$ cat src/rtl/matrix_dma_pkg.sv
// Shared types for the matrix DMA bridge: FSM states, requester ids and the
// default read data returned for accesses outside the RAM window.
package matrix_dma_pkg;

   typedef enum logic [1:0] {
      ST_IDLE  = 2'd0,
      ST_ISSUE = 2'd1,
      ST_ACK   = 2'd2,
      ST_ERR   = 2'd3
   } state_t;

   typedef enum logic {
      PORT_CPU = 1'b0,
      PORT_DMA = 1'b1
   } port_t;

   localparam logic [31:0] ERR_DATA_DEFAULT = 32'hDEAD_BEEF;

endpackage

$ cat src/rtl/rr_arb2.sv
// Two-way round-robin arbiter: request/grant bit 0 is the CPU, bit 1 the DMA.
// The remembered winner only moves when the grant is actually accepted.
module rr_arb2
   import matrix_dma_pkg::*;
(
   input  logic       clk,
   input  logic       reset,
   input  logic [1:0] req,
   input  logic       accept,
   output logic [1:0] grant
);

   port_t last_grant;

   // A lone request always wins; a contest goes to whoever did not win last.
   always_comb begin
      grant = 2'b00;
      case (req)
         2'b01:   grant = 2'b01;
         2'b10:   grant = 2'b10;
         2'b11:   grant = (last_grant == PORT_CPU) ? 2'b10 : 2'b01;
         default: grant = 2'b00;
      endcase
   end

   always_ff @(posedge clk or negedge reset) begin
      if (!reset) begin
         last_grant <= PORT_CPU;
      end else if (accept && (|grant)) begin
         last_grant <= grant[1] ? PORT_DMA : PORT_CPU;
      end
   end

endmodule

$ cat src/rtl/matrix_dma_bridge.sv
// Shares one single-port word RAM between the CPU and the matrix core DMA.
// Accesses outside the RAM window are answered with an error and ERR_DATA.
module matrix_dma_bridge
   import matrix_dma_pkg::*;
#(
   parameter int unsigned ADDR_W    = 12,
   parameter logic [31:0] BASE_ADDR = 32'h0001_0000,
   parameter logic [31:0] ERR_DATA  = ERR_DATA_DEFAULT
) (
   input  logic              clk,
   input  logic              reset,

   input  logic              dma_req,
   input  logic              dma_we,
   input  logic [31:0]       dma_addr,
   input  logic [31:0]       dma_wdata,
   output logic [31:0]       dma_rdata,
   output logic              dma_ack,
   output logic              dma_err,

   input  logic              cpu_req,
   input  logic              cpu_we,
   input  logic [31:0]       cpu_addr,
   input  logic [31:0]       cpu_wdata,
   output logic [31:0]       cpu_rdata,
   output logic              cpu_ack,
   output logic              cpu_err,

   output logic              ram_en,
   output logic              ram_we,
   output logic [ADDR_W-1:0] ram_addr,
   output logic [31:0]       ram_wdata,
   input  logic [31:0]       ram_rdata,

   output logic              err_sticky
);

   localparam int unsigned TAG_LSB = ADDR_W + 2;

   state_t      state;
   state_t      state_d;
   port_t       cur_port;
   logic        cur_we;

   logic [1:0]  grant;
   logic        accept;
   port_t       sel_port;
   logic        sel_we;
   logic [31:0] sel_addr;
   logic [31:0] sel_wdata;
   logic        in_window;
   logic        addr_unused;

   rr_arb2 u_arb (
      .clk    (clk),
      .reset  (reset),
      .req    ({dma_req, cpu_req}),
      .accept (accept),
      .grant  (grant)
   );

   // Only IDLE listens to requests; everything else walks a fixed path back.
   always_comb begin
      sel_port  = grant[1] ? PORT_DMA : PORT_CPU;
      sel_we    = grant[1] ? dma_we    : cpu_we;
      sel_addr  = grant[1] ? dma_addr  : cpu_addr;
      sel_wdata = grant[1] ? dma_wdata : cpu_wdata;
      in_window = (sel_addr[31:TAG_LSB] == BASE_ADDR[31:TAG_LSB]);
      accept    = (state == ST_IDLE) && (|grant);
      state_d   = state;
      case (state)
         ST_IDLE:  if (accept) state_d = in_window ? ST_ISSUE : ST_ERR;
         ST_ISSUE: state_d = ST_ACK;
         ST_ACK:   state_d = ST_IDLE;
         ST_ERR:   state_d = ST_IDLE;
         default:  state_d = ST_IDLE;
      endcase
   end

   assign addr_unused = ^sel_addr[1:0];

   always_ff @(posedge clk or negedge reset) begin
      if (!reset) begin
         state <= ST_IDLE;
      end else begin
         state <= state_d;
      end
   end

   // The granted port sees its completion while the FSM sits in ACK or ERR.
   always_comb begin
      dma_ack = (state == ST_ACK || state == ST_ERR) && (cur_port == PORT_DMA);
      cpu_ack = (state == ST_ACK || state == ST_ERR) && (cur_port == PORT_CPU);
      dma_err = (state == ST_ERR) && (cur_port == PORT_DMA);
      cpu_err = (state == ST_ERR) && (cur_port == PORT_CPU);
   end

   // RAM strobes are computed from the next state so they line up with ISSUE.
   always_ff @(posedge clk or negedge reset) begin
      if (!reset) begin
         ram_en     <= 1'b0;
         ram_we     <= 1'b0;
         ram_addr   <= '0;
         ram_wdata  <= '0;
         cur_we     <= 1'b0;
         cur_port   <= PORT_CPU;
         dma_rdata  <= '0;
         cpu_rdata  <= '0;
         err_sticky <= 1'b0;
      end else begin
         ram_en <= (state_d == ST_ISSUE);
         ram_we <= (state_d == ST_ISSUE) && sel_we;
         if (accept) begin
            cur_we   <= sel_we;
            cur_port <= sel_port;
            if (in_window) begin
               ram_addr  <= sel_addr[ADDR_W+1:2];
               ram_wdata <= sel_wdata;
            end
         end
         if (state == ST_ACK && !cur_we) begin
            if (cur_port == PORT_DMA) dma_rdata <= ram_rdata;
            else                      cpu_rdata <= ram_rdata;
         end
         // Out-of-window writes are simply dropped; reads get the error pattern.
         if (state == ST_ERR) begin
            err_sticky <= 1'b1;
            if (!cur_we) begin
               if (cur_port == PORT_DMA) dma_rdata <= ERR_DATA;
               else                      cpu_rdata <= ERR_DATA;
            end
         end
      end
   end

endmodule

$ cat config.mk
export PLATFORM = sky130hd
export DESIGN_NAME = matrix_dma_bridge
export DESIGN_NICKNAME = d
export VERILOG_FILES = /design/src/rtl/matrix_dma_pkg.sv /design/src/rtl/rr_arb2.sv /design/src/rtl/matrix_dma_bridge.sv
export SDC_FILE = /design/constraint.sdc
export NUM_CORES = 1
export LEC_CHECK = 0
export ABC_CLOCK_PERIOD_IN_PS = 2200
export CAP_MARGIN = 25
export CORE_UTILIZATION = 35
export DETAILED_ROUTE_END_ITERATION = 7
export PLACE_DENSITY = 0.75
export REMOVE_ABC_BUFFERS = 1
export SLEW_MARGIN = 40
export SYNTH_ARGS = -nofsm -noshare
export SYNTH_HDL_FRONTEND = slang
export SYNTH_HIERARCHICAL = 1
export SYNTH_SLANG_ARGS = --single-unit
export TNS_END_PERCENT = 20
$ cat constraint.sdc
create_clock -name clk -period 2.2 [get_ports clk]
set_input_delay 0.33 -clock clk [delete_from_list [all_inputs] [get_ports clk]]
set_output_delay 0.33 -clock clk [all_outputs]
set_load 0.03 [all_outputs]
==> results <==
state kept, by name, summed over array words and instances (netlist names):
register and flops:
cpu_rdata 32, dma_rdata 32, ram_wdata 32, ram_addr 12, state 2, cur_port 1
cur_we 1, err_sticky 1, ram_en 1, ram_we 1, u_arb/last_grant 1
kinds of logic after synthesis:
group	synth area share (%)
multiplexers	20.2
AO/OA/AOI/OAI	7.72
flip-flops	58.0
AND/OR/NAND/NOR	11.0
buffers and inverters	3.07
final timing paths:
path                                  startpoint                to  slack [ns]  depth (start not counted)
worst max-delay path            u_arb/last_grant      ram_wdata[0]        0.03                          7
worst min-delay path                     cpu_req  u_arb/last_grant        0.37                          2
max in group asynchronous                  reset     dma_rdata[16]        1.03                          3
worst min register to register        err_sticky        err_sticky        0.48                          1
min in group asynchronous                  reset      ram_wdata[2]        0.46                          2
worst max register to register  u_arb/last_grant      ram_wdata[0]        0.03                          7
report_power, final:
part	total (mW)	internal (mW)	switching (mW)	leakage [nW]
clock	2.77	1.70	1.07	0.280
sequential	3.15	2.78	0.372	1.48
combinational	4.39	1.88	2.50	2.21
worst max-delay path, stage by stage (launching register included):
cell      delay (ns)
dfrtp_1         0.40
a21boi_4        0.19
nor4bb_4        0.21
nand4_1         0.21
a221oi_4        0.38
buf_6           0.19
buf_6           0.14
mux2_2          0.33
cells in the mapped netlist:
master and instances:
a21oi_1 2, a221oi_4 1, nand2b_1 11, dfrtp_1 116, nor4_1 4, buf_6 5, a21boi_0 1, a221oi_1 1
nor4bb_1 1, mux2_1 5, and3_1 1, nand2_1 66, nor2b_1 2, nor4b_2 1, o21ai_0 64, nor2_1 30
nand4_1 2, or3_1 1, a21boi_1 1, and2_1 1, inv_1 3, a31oi_1 1, mux2i_1 1, mux2_2 84
nor3_1 5, nand3_1 1, clkbuf_1 23
per-layer routing:
| layer | share of wire, % | up-vias | global-route usage, % | wire length [um] |
|---|---|---|---|---|
| met2 | 51 | 171 | 37.2 | 8100 |
| met5 | 0 | - | 0 | 0 |
| li1 | - | 2095 | - | - |
| met4 | 1.5 | 0 | 8.10 | 242 |
| met3 | 8.1 | 17 | 7.07 | 1280 |
| met1 | 39 | 2063 | 21.9 | 6230 |
area by class of cell:
class | instances | area (sq um)
clock buffers | 17 | 425
clock inverters | 15 | 171
fillers | 1070 | 4880
inverters | 3 | 11.3
multi-input cells | 287 | 2140
flip-flops and latches | 116 | 2900
well taps | 180 | 225
repair buffers | 309 | 3180
what timing repair did:
| action | 4_1_cts | 5_1_grt |
|---|---|---|
| endpoints found under the hold margin | 40 | 0 |
| endpoints found under the setup margin | 45 | 44 |
| cloned | 1 | 6 |
| setup buffers | 4 | 2 |
| pin swaps | 2 | 3 |
| hold buffers | 1 | 0 |
| resized for setup | 9 | 40 |
through the flow:
step	TNS, ns	util, %
2_1_floorplan	-224.95	-
3_3_place_gp	-19.40	58.0
3_5_place_dp	-23.26	58.0
4_1_cts	0	62.9
5_1_grt	-2.68	65.0
6_report	0	65.0
==> impl_metrics.ini <==
[status]
status = completed

[global_routing]
antenna_found_initial = 0
grt_first_pass_wirelength_um = 23000
grt_usage_pct = 20.6
grt_overflow = 0
grt_max_degree = 65
grt_pass1_vias = 4606

[clock_tree]
cts.clk_slew.worst_paths_ns = 0.05
root_buffer = clkbuf_16
tritoncts = built
cts_max_path_buffers = 2
numCtsBuffers = 17
cts_max_level = 4
clock-sinks = 116
clk_latency_ns = 0.42

[setup_path]
critPathMaxFanout = 5
crit_arrival_ns = 2.46
start_kind = register
critPathCaptureType = register
crit_type = reg -> reg
required_ns = 2.49

[timing]
setup_ws_ns = 0.0261
clock.fmax_mhz = 460
min_period_ns = 2.17
max_slew.worst_pin.slew_ns = 0.576
rsz0062_at_grt = yes
worst_clock_skew_ns = 0.0190
finalMaxSlewViolations = 0
hold_viol = 0
post-route-period-util_pct = 98.8
max_slew_margin_pct = 61.6
fin_worst_hold_slack_ns = 0.365
setup_violations = 0

[synth]
synth_seq_cells = 116
syn_area_sq_mm = 0.00501
syn_inst = 434
yosys.area.top_type = dfrtp_1
synth_top_area_share_pct = 58.0
synth_area_per_cell_sq_um = 11.5
ys_seq_area_share_pct = 58.0
synth_cell_types = 27
synth_warnings = 6
synth_area_leaders = dfrtp_1, mux2_2, o21ai_0

[pwr]
p_leak_nw = 3.97
finalPower_mw = 10.3
ir_worst_vdd_mv = 0.967
powerDensity_mw_per_mm2 = 1140

[floorplan]
start_util_pct = 35.9
core_area_sq_mm = 0.0139
die_area_sq_mm = 0.0148
fp.dieW_um = 122
die_h_um = 122
io_pins = 281
rows = 43

[route]
ant_nets = 0
wl_per_cell_um = 17.1
drtIter0Drc = 128
drt_first_pass_iters = 4
remaining_drc_errors = 0
vias = 4346
wl_um = 15900
avgViaCountPerCell = 4.69

[job]
drv_cap = 0

[worst_hold_path]
holdCritPathClass = in -> reg

[final_layout]
final_common_cell = clkdlybuf4s50_1
layout-drive-gt1-share_pct = 22.0
num-nets-final = 900
fin_area_sq_mm = 0.00906
layout_common_cells = clkdlybuf4s50_1, dfrtp_1, nand2_1
area_delta_synth_final_pct = 80.8
finalNonFillerCells = 927
n_antenna_cell = 0

[place]
pre_cts_ws_ns = -0.527
port_buffers = 276
gp_congestion = 0.754
hpwlAfterDp_um = 10900
placed_area_sq_mm = 0.00808
dp.cells = 881
Power figures use the tool's default switching activity.
